<file path="src/rtl/fp_compare_pipe.sv">
// Two-stage pipelined IEEE-754-style comparator with valid/ready on both sides.
// Stage 1 classifies operands and compares magnitudes; stage 2 resolves the relation.
module fp_compare_pipe #(
  parameter int EXP_W = 8,
  parameter int MAN_W = 23,
  parameter int TAG_W = 4
) (
  input  logic                   clk,
  input  logic                   rst,
  input  logic                   in_valid,
  output logic                   in_ready,
  input  logic [EXP_W+MAN_W:0]   in_a,
  input  logic [EXP_W+MAN_W:0]   in_b,
  input  logic [2:0]             in_op,
  input  logic [TAG_W-1:0]       in_tag,
  output logic                   out_valid,
  input  logic                   out_ready,
  output logic                   out_result,
  output logic [EXP_W+MAN_W:0]   out_value,
  output logic                   out_unordered,
  output logic [TAG_W-1:0]       out_tag
);
  localparam int W = 1 + EXP_W + MAN_W;
  localparam logic [W-1:0] QNAN = {1'b0, {EXP_W{1'b1}}, 1'b1, {(MAN_W-1){1'b0}}};

  typedef enum logic [2:0] {
    OP_GT  = 3'b000,
    OP_GE  = 3'b001,
    OP_LT  = 3'b010,
    OP_LE  = 3'b011,
    OP_EQ  = 3'b100,
    OP_NE  = 3'b101,
    OP_MIN = 3'b110,
    OP_MAX = 3'b111
  } op_e;

  function automatic logic is_nan(input logic [W-1:0] x);
    return (&x[W-2:MAN_W]) && (|x[MAN_W-1:0]);
  endfunction

  function automatic logic is_zero(input logic [W-1:0] x);
    return ~|x[W-2:0];
  endfunction

  logic             vld_p1, vld_p2;
  logic             adv_p1, adv_p2;
  logic [W-1:0]     a_p1, b_p1;
  logic             nan_a_p1, nan_b_p1, zero_a_p1, zero_b_p1;
  logic             mag_gt_p1, mag_eq_p1;
  op_e              op_p1;
  logic [TAG_W-1:0] tag_p1;

  assign adv_p2    = !vld_p2 || out_ready;
  assign adv_p1    = adv_p2 || !vld_p1;
  assign in_ready  = adv_p1;
  assign out_valid = vld_p2;

  // Stage 1: classification and unsigned magnitude compare
  always_ff @(posedge clk) begin
    if (in_valid && in_ready) begin
      a_p1      <= in_a;
      b_p1      <= in_b;
      nan_a_p1  <= is_nan(in_a);
      nan_b_p1  <= is_nan(in_b);
      zero_a_p1 <= is_zero(in_a);
      zero_b_p1 <= is_zero(in_b);
      mag_gt_p1 <= in_a[W-2:0] > in_b[W-2:0];
      mag_eq_p1 <= in_a[W-2:0] == in_b[W-2:0];
      op_p1     <= op_e'(in_op);
      tag_p1    <= in_tag;
    end
  end

  logic         unord, both_zero, zero_split, sign_a, sign_b;
  logic         eq, gt, lt, sel_a;
  logic         res_c;
  logic [W-1:0] val_c;

  always_comb begin
    sign_a     = a_p1[W-1];
    sign_b     = b_p1[W-1];
    unord      = nan_a_p1 || nan_b_p1;
    both_zero  = zero_a_p1 && zero_b_p1;
    zero_split = both_zero && (sign_a != sign_b);
    eq         = !unord && (both_zero || ((sign_a == sign_b) && mag_eq_p1));
    if (unord || both_zero) gt = 1'b0;
    else if (sign_a != sign_b) gt = !sign_a;
    else if (!sign_a) gt = mag_gt_p1;
    else gt = !mag_gt_p1 && !mag_eq_p1;
    lt = !unord && !eq && !gt;

    // A NaN operand loses MIN/MAX selection; signed zeros break the tie by sign
    sel_a = 1'b1;
    if (nan_a_p1) sel_a = 1'b0;
    else if (nan_b_p1) sel_a = 1'b1;
    else if (zero_split) sel_a = (op_p1 == OP_MIN) ? sign_a : !sign_a;
    else if (op_p1 == OP_MIN) sel_a = !gt;
    else sel_a = gt || eq;

    res_c = 1'b0;
    val_c = a_p1;
    case (op_p1)
      OP_GT: res_c = gt;
      OP_GE: res_c = gt || eq;
      OP_LT: res_c = lt;
      OP_LE: res_c = lt || eq;
      OP_EQ: res_c = eq;
      OP_NE: res_c = !eq;
      OP_MIN, OP_MAX: begin
        if (nan_a_p1 && nan_b_p1) begin
          res_c = 1'b0;
          val_c = QNAN;
        end else begin
          res_c = sel_a;
          val_c = sel_a ? a_p1 : b_p1;
        end
      end
    endcase
  end

  // Stage 2: registered outputs, held while the consumer stalls
  always_ff @(posedge clk) begin
    if (rst) begin
      vld_p1        <= 1'b0;
      vld_p2        <= 1'b0;
      out_result    <= 1'b0;
      out_value     <= '0;
      out_unordered <= 1'b0;
      out_tag       <= '0;
    end else begin
      if (adv_p1) vld_p1 <= in_valid;
      if (adv_p2) begin
        vld_p2 <= vld_p1;
        if (vld_p1) begin
          out_result    <= res_c;
          out_value     <= val_c;
          out_unordered <= unord;
          out_tag       <= tag_p1;
        end
      end
    end
  end
endmodule
</file>
<file path="config.mk">
export PLATFORM = sky130hd
export DESIGN_NAME = fp_compare_pipe
export DESIGN_NICKNAME = d
export VERILOG_FILES = /design/src/rtl/fp_compare_pipe.sv
export SDC_FILE = /design/constraint.sdc
export NUM_CORES = 1
export LEC_CHECK = 0
export ABC_AREA = 1
export ABC_CLOCK_PERIOD_IN_PS = 3800
export CORE_UTILIZATION = 40
export CTS_CLUSTER_DIAMETER = 50
export DETAILED_ROUTE_END_ITERATION = 8
export GPL_ROUTABILITY_DRIVEN = 0
export PLACE_DENSITY = 0.68
export SYNTH_ARGS = -nofsm -noshare
export SYNTH_HDL_FRONTEND = slang
export SYNTH_SLANG_ARGS = --single-unit
</file>
<file path="constraint.sdc">
create_clock -name clk -period 3.8 [get_ports clk]
set_input_delay 1.14 -clock clk [delete_from_list [all_inputs] [get_ports clk]]
set_output_delay 1.14 -clock clk [all_outputs]
set_load 0.01 [all_outputs]
</file>
After elaboration in Yosys (flattened, before gate mapping)
Index checks and enable logic that the tools add are counted.
{"block": "op_classes", "eq_ne": 10, "n_div": 0, "order_cmp": 1, "n_mux": 13, "n_mul": 0, "n_reduce_logical": 37, "add_sub_neg": 0, "shifts": 0, "bitwise": 0}
{"op": "32-bit two-way mux", "count": 3}
{"op": "31-bit OR reduction", "count": 2}
{"op": "23-bit OR reduction", "count": 2}
{"op": "31-bit equality test", "count": 1}
{"op": "31-bit greater-than comparator", "count": 1}
{"op": "8-bit AND reduction", "count": 2}
{"op": "3-bit equality test, second input constant", "count": 4}
{"op": "1-bit logical AND", "count": 11}
{"op": "1-bit logical NOT", "count": 10}
{"op": "1-bit two-way mux", "count": 9}
{"op": "1-bit logical OR", "count": 7}
{"op": "1-bit case mux with 7 select lines", "count": 1}
{"op": "3-bit by 2-bit equality test with 1-bit output, second input constant", "count": 2}
{"op": "3-bit by 1-bit equality test with 1-bit output, second input constant", "count": 1}
{"op": "3-bit logical NOT", "count": 1}
{"op": "2-bit AND reduction", "count": 1}
{"op": "2-bit OR reduction", "count": 1}
{"op": "1-bit equality test", "count": 1}
{"op": "1-bit inequality test", "count": 1}
{"block": "totals", "output_inout_bits": 40, "regBits": 117, "ram_bits": 0, "inputBits": 75, "word_cells": 77, "latchBits": 0, "romBits": 0, "n_memories": 0}

Longest topological paths before layout
Gate-level depths: netlist (run 1).
{"block": "logic_depth", "word_depth": 13, "depth_mapped": 15}

Worst setup path before layout (run 1)
No wires, ideal clock.
{"block": "synth_path", "path_type": "input-to-reg", "from": "input out_ready", "to": "register a_p1[0] (enable)", "arrival_time_ns": 2.910, "cell_stages": 4, "setup_time_ns": 0.431, "n_path_buf": 0, "slack_ns": 0.459, "cell_sequence": "inv_1 > nand3_1 > nand2_1 > inv_1"}
{"block": "synth_between", "elab_chain_len": 3}
{"item": "start, declared", "line_no": "17", "rtl": "input logic out_ready,"}
{"item": "1-bit logical OR", "line_no": "53", "rtl": "assign adv_p2 = !vld_p2 || out_ready;"}
{"item": "1-bit logical OR", "line_no": "54", "rtl": "assign adv_p1 = adv_p2 || !vld_p1;"}
{"item": "via in_ready", "line_no": "11", "rtl": "output logic in_ready,"}
{"item": "1-bit logical AND", "line_no": "60", "rtl": "if (in_valid && in_ready) begin"}
{"item": "end signal, assigned", "line_no": "61", "rtl": "a_p1 <= in_a;"}
{"item": "end, declared", "line_no": "47", "rtl": "logic [W-1:0] a_p1, b_p1;"}
The timed path passes the listed nets, and every way through them passes these cells.
A chain may end at the register's enable or synchronous reset.

Worst setup path after layout (run 1)
{"block": "layout_path", "from": "input out_ready", "to": "output in_ready"}
{"block": "layout_between", "elab_chain_len": 2}
{"item": "1-bit logical OR", "line_no": "53"}
{"item": "1-bit logical OR", "line_no": "54"}
{"item": "end, declared", "line_no": "11"}
No other way between the ends.

==> run_results.csv, run 1 <==
group,metric,value,unit
sta,maxSlewViolCount,0,
global_route,grt_usage,20.67,%
clocking,ctsResizeCount,0,
routing,drt-total-wl,15470,um
logic_synthesis,syn_avg_cell_area,8.939,um^2
layout,final_cell_mix,"nand2_1 (212), clkdlybuf4s50_1 (113), inv_1 (84)",
logic_synthesis,ys_seq_area_share,51.21,%
sta,setup_violations,0,
logic_synthesis,yosysWarnings,0,
clocking,cts_buffers,17,
pwr,p_total,3.566,mW
logic_synthesis,synth-seq-cells,117,
outcome,violations,"design-rule violations",
global_route,overflow,0,
global_route,grt_pass1_vias,5017,
worst_setup_path,timing.rr.end,"out_value[0]",
die,start_util,41.35,%
sta,min_period,3.442,ns
sta,worst_slew_pin_slew,0.9299,ns
worst_setup_path,reg2reg_depth,14,
die,rows,44,
worst_setup_path,crit_type,"input pin to output pin",
worst_setup_path,worstSetupEndpointType,"output pin",
routing,wl_per_cell,15.63,um
sta,setup_tns,0,ns
routing,drt_pass1_iterations,9,
worst_setup_path,path_cells,"clkdlybuf4s50_1 > inv_1 > nand3_1 > clkdlybuf4s50_1",
min_path,whs_path_depth,2,
layout,areaGrowthSynthToFinish,30.94,%
sta,fin_skew,0.007514,ns
die,die_x,125.3,um
global_route,antenna_found_initial,0,
layout,final_common_cell,"nand2_1",
min_path,hold_path_end,"out_value[0]",
clocking,clock_path_buffers,2,
outcome,status,"finished, violations left",
logic_synthesis,syn-num-nets,786,
pwr,max-vdd-ir-drop,0.3294,mV
worst_setup_path,reg2reg_slack,1.44,ns
sta,rsz0062_at_grt,"false",
routing,drcViolationCount,3,
pwr,p_int,2.677,mW
worst_setup_path,r2r-start,"nan_a_p1",
pwr,power.density,448.1,mW/mm^2
worst_setup_path,required,2.66,ns
layout,n_fill_cell,1311,
logic_synthesis,synthCells,680,
placement,place_hpwl,11310,um
layout,antenna_cells,0,
worst_setup_path,critPathArrivalTime,2.30,ns
global_route,grt_pass1_wl,25260,um
clocking,clkLatencyLatePin,0.40,ns
worst_setup_path,max_stage_delay,0.56,ns
worst_setup_path,cp-start-kind,"input pin",
sta,period_share,90.58,%
pwr,comb_power_share,13.5,%
clocking,htree_levels,4,
routing,num_vias,4912,
logic_synthesis,syn_area,0.006078,mm^2
min_path,min-delay-start,"out_value[0]",
run,maxCapViolCount,0,
pwr,share_seq_of_total_power,41.1,%
layout,drive_above_1_share,10.05,%
clocking,hold_buffers,0,
routing,drt-initial-drc-count,304,
sta,slew-limit-headroom,38.00,%
routing,detail-route-antenna-nets,0,
pwr,p_leak,3.325,nW
global_route,grt_max_degree,78,
placement,io_buffers,114,
clocking,cts_tree,"done",
routing,routed_via_density,4.962,
clocking,cts_setup_buffers,0,
worst_setup_path,path_common_cell,"clkdlybuf4s50_1",
placement,place_ws,0.3555,ns
min_path,hold_path.class,"register to register",
logic_synthesis,synth_cell_types,34,
die,die_height,125.3,um
pwr,switching_share,24.94,%
die,die_area,0.01569,mm^2
die,pin_count,115,
clocking,clkSinkCount,117,
sta,max_freq,290.5,MHz
pwr,power_frac_clock,45.4,%
worst_setup_path,crit_path_max_fanout,3,
clocking,root_buffer,"clkbuf_16",
clocking,clk_pin_slew,0.06,ns
pwr,p_sw,0.8896,mW
die,coreArea,0.01470,mm^2
worst_setup_path,slowest_stage,"clkdlybuf4s50_1",
layout,finalNetCount,899,
sta,setup_ws,0.3581,ns
sta,hold_violations,0,
==> flip-flops by register name, summed over array words and instances, names as in the netlist <==
| register | flops |
|---|---|
| tag_p1 | 4 |
| zero_a_p1 | 1 |
| out_unordered | 1 |
| vld_p1 | 1 |
| out_tag | 4 |
| op_p1 | 3 |
| nan_b_p1 | 1 |
| b_p1 | 32 |
| out_value | 32 |
| a_p1 | 32 |
| zero_b_p1 | 1 |
| nan_a_p1 | 1 |
| mag_eq_p1 | 1 |
| out_result | 1 |
| out_valid | 1 |
| mag_gt_p1 | 1 |
==> how the worst max path moves through the flow <==
| stage | startpoint | endpoint | slack, ns | depth (start not counted) |
|---|---|---|---|---|
| floorplan | out_ready | a_p1[0] | 0.46 | 4 |
| global placement | out_ready | in_ready | 0.38 | 4 |
| detailed placement | out_ready | in_ready | 0.36 | 4 |
| CTS | out_ready | in_ready | 0.36 | 4 |
| global route | out_ready | in_ready | 0.31 | 4 |
| finish | out_ready | in_ready | 0.36 | 4 |
==> cell families after synthesis <==
group	count (synthesis)	share of synthesized area, %
AO/OA/AOI/OAI	73	7.637
XOR/XNOR	1	0.1441
adder cells (fa/ha/maj)	31	6.381
buffers and inverters	129	8.831
flip-flops	117	51.21
AND/OR/NAND/NOR	329	25.79
==> layer usage <==
metal / wire (um) / track usage, % / part of all wire (%)
met1: 6667 / 25.62 / 43
met2: 7672 / 35.46 / 50
met3: 794 / 3.252 / 5.1
met4: 334 / 9.469 / 2.2
met5: 0 / 0 / 0
==> per-stage QoR <==
stage / instance area [um^2] / instances / utilization (%) / hold slack (ns)
after detailed placement: 7353 / 958 / 50.03 / 0.4584
after CTS: 7959 / 990 / 54.15 / 0.4671
final: 7959 / 990 / 54.15 / 0.4642
after global routing: 7959 / 990 / 54.15 / 0.4892
after floorplan: 6078 / 680 / - / 0.4751
after global placement: 7353 / 958 / 50.03 / 0.4555
==> cells in the mapped netlist <==
cell type / count / share of area (%)
buf_2: 5 / 0.41
o221ai_1: 1 / 0.14
nor4_1: 11 / 1.1
edfxtp_1: 77 / 38
nand3_2: 2 / 0.33
nand2_1: 212 / 13
buf_6: 4 / 0.74
a21oi_4: 1 / 0.27
buf_8: 1 / 0.25
nor2_1: 13 / 0.80
a21oi_2: 19 / 2.7
nand2_4: 4 / 0.74
nand2_2: 11 / 1.1
o211ai_1: 2 / 0.25
a211oi_1: 2 / 0.25
clkinv_1: 17 / 1.0
o21a_1: 1 / 0.12
ha_1: 31 / 6.4
nand4_1: 14 / 1.4
dfxtp_1: 40 / 13
inv_4: 2 / 0.21
buf_1: 3 / 0.19
clkbuf_1: 11 / 0.68
a21oi_1: 41 / 3.4
nor2_2: 2 / 0.21
or4_1: 2 / 0.25
nand3b_1: 34 / 4.2
inv_1: 85 / 5.2
inv_2: 1 / 0.062
nor3_1: 5 / 0.41
nand3_1: 17 / 1.4
nand2_8: 2 / 0.66
xor2_1: 1 / 0.14
o21ai_0: 6 / 0.49
==> area by class of cell <==
type / instances / area, um^2 / area share [%]
Clock inverter: 15 / 180.2 / 2.264
Inverter: 105 / 399.1 / 5.015
Multi-Input combinational cell: 434 / 2432 / 30.56
Clock buffer: 17 / 425.4 / 5.345
Tap cell: 184 / 230.2 / 2.893
Sequential cell: 117 / 3113 / 39.11
Timing Repair Buffer: 118 / 1179 / 14.81
==> power groups by stage <==
stage / clock network, mW / logic, mW / registers [mW]
after detailed placement: 0 / 0.478 / 1.49
after global placement: 0 / 0.466 / 1.49
after CTS: 1.64 / 0.482 / 1.47
after global routing: 1.70 / 0.533 / 1.47
after floorplan: 0 / 0.265 / 1.49
final: 1.62 / 0.481 / 1.47
==> worst max-delay path, delay by kind of cell <==
| family | cells | cell delay, ns |
|---|---|---|
| buf+inv | 3 | 1.05 |
| simple gates | 1 | 0.10 |
Note: power is estimated with default switching activity, not from simulation.
==> run 2, diff against run 1 <==
- PLACE_DENSITY: 0.68 -> not set
==> run 2 against run 1 <==
The run still ends with design-rule violations left; worst hold slack got worse by 0.0023 ns; via count about the same; routed wire length decreased by 1.5%; fmax increased by 0.62%; design area decreased by 0.69%; non-clock buffer count unchanged; sequential power about the same; die area unchanged; critical path depth unchanged; register-to-register slack got worse by 0.03 ns; largest cell class unchanged; largest power group unchanged.
==> run_results.csv, run 2 (same netlist as run 1, synthesis figures left out) <==
group,metric,value,unit
outcome,status,"finished, violations left",
outcome,violations,"design-rule violations",
layout,design_area,0.007904,mm^2
sta,fin_skew,0.01323,ns
sta,max_freq,292.3,MHz
placement,place_ws,0.3719,ns
worst_setup_path,path_common_cell,"clkdlybuf4s50_1",
layout,finalNetCount,899,
pwr,p_leak,3.316,nW
sta,setup_violations,0,
placement,placed_cell_area,0.007353,mm^2
worst_setup_path,worstSetupEndpointType,"output pin",
clocking,cts_tree,"done",
layout,final_cell_mix,"nand2_1 (212), clkdlybuf4s50_1 (113), inv_1 (84)",
clocking,ctsResizeCount,0,
pwr,power_frac_clock,43.4,%
worst_setup_path,cp-start-kind,"input pin",
global_route,grt_pass1_vias,4761,
routing,num_vias,4915,
routing,wl_per_cell,15.39,um
clocking,clkLatencyLatePin,0.41,ns
clocking,cts_setup_buffers,0,
clocking,hold_buffers,0,
worst_setup_path,slowest_stage,"clkdlybuf4s50_1",
clocking,htree_levels,4,
worst_setup_path,path_cells,"clkdlybuf4s50_1 > inv_1 > nand3_1 > clkdlybuf4s50_1",
layout,reg_top3,"a_p1 (32), b_p1 (32), out_value (32)",
layout,drive_above_1_share,9.677,%
pwr,p_sw,0.8421,mW
pwr,share_seq_of_total_power,42.6,%
sta,period_share,90.02,%
pwr,p_int,2.596,mW
global_route,antenna_found_initial,0,
sta,setup_ws,0.3793,ns
min_path,hold_path.class,"register to register",
global_route,grt_max_degree,69,
pwr,max-vdd-ir-drop,0.2967,mV
pwr,p_total,3.438,mW
clocking,clk_pin_slew,0.05,ns
global_route,grt_usage,20.26,%
placement,place_hpwl,11260,um
sta,min_period,3.421,ns
die,rows,44,
layout,areaGrowthSynthToFinish,30.03,%
worst_setup_path,critPathArrivalTime,2.28,ns
worst_setup_path,crit_path_max_fanout,3,
clocking,cts_buffers,17,
pwr,power.density,434.9,mW/mm^2
layout,final_common_cell,"nand2_1",
pwr,comb_power_share,14.0,%
pwr,switching_share,24.50,%
sta,hold_violations,0,
layout,antenna_cells,0,
sta,worst_slew_pin_slew,0.9243,ns
sta,maxSlewViolCount,0,
die,coreArea,0.01470,mm^2
routing,drt-total-wl,15240,um
die,pin_count,115,
sta,setup_tns,0,ns
global_route,grt_pass1_wl,24500,um
routing,drcViolationCount,2,
worst_setup_path,crit_type,"input pin to output pin",
routing,routed_via_density,4.965,
die,die_area,0.01569,mm^2
routing,drt-initial-drc-count,304,
clocking,root_buffer,"clkbuf_16",
clocking,clkSinkCount,117,
die,die_height,125.3,um
global_route,overflow,0,
sta,slew-limit-headroom,38.38,%
sta,rsz0062_at_grt,"false",
worst_setup_path,max_stage_delay,0.55,ns
placement,io_buffers,114,
die,die_x,125.3,um
run,maxCapViolCount,0,
routing,drt_pass1_iterations,9,
die,start_util,41.35,%
clocking,clock_path_buffers,2,
worst_setup_path,required,2.66,ns
routing,detail-route-antenna-nets,0,
==> run 2: cell types whose count changed in the layout (fill, tap and decap cells not counted) <==
cell,delta
bufinv_16,-1
clkinv_4,-3
clkbuf_1,+3
inv_6,-2
clkinvlp_4,-3
clkinv_2,+6
==> run 2: metal layers <==
metal	up-vias	share of wire [%]	track usage (%)
met2	143	46	32.40
met1	2285	47	27.36
met5	-	0	0
li1	2469	-	-
met3	18	5.4	4.022
met4	0	1.4	7.245
==> run 2: final cells by class <==
type                            count  area [um^2]
Inverter                          105        399.1
Clock inverter                     12        113.9
Fill cell                        1364         6795
Tap cell                          184        230.2
Timing Repair Buffer              118         1179
Clock buffer                       20        436.7
Multi-Input combinational cell    434         2432
Sequential cell                   117         3113
==> run 2: per-stage QoR <==
| stage | instances | utilization [%] | hold WS [ns] |
|---|---|---|---|
| final | 990 | 53.77 | 0.4618 |
| after global placement | 958 | 50.03 | 0.4528 |
| after floorplan | 680 | - | 0.4751 |
| after detailed placement | 958 | 50.03 | 0.4562 |
| after CTS | 990 | 53.77 | 0.4647 |
| after global routing | 990 | 53.77 | 0.4839 |
==> run 2: power groups by stage <==
stage	clock (mW)	sequential, mW	combinational (mW)
final	1.49	1.47	0.481
after global routing	1.57	1.47	0.532
after CTS	1.51	1.47	0.482
after detailed placement	0	1.49	0.479
after global placement	0	1.49	0.468
after floorplan	0	1.49	0.265
==> run 2: worst max-delay path, delay by kind of cell <==
family / cells / cell delay (ns)
buffers and inverters: 3 / 1.05
AND/OR/NAND/NOR: 1 / 0.09
==> run 2: path summary, 6_finish.rpt <==
path | startpoint | to | slack [ns] | cells after the start
worst max-delay path | out_ready | in_ready | 0.38 | 4
worst min-delay path | out_value[31] | out_value[31] | 0.46 | 2
worst max register to register | nan_a_p1 | out_value[16] | 1.41 | 14
worst min register to register | out_value[31] | out_value[31] | 0.46 | 2
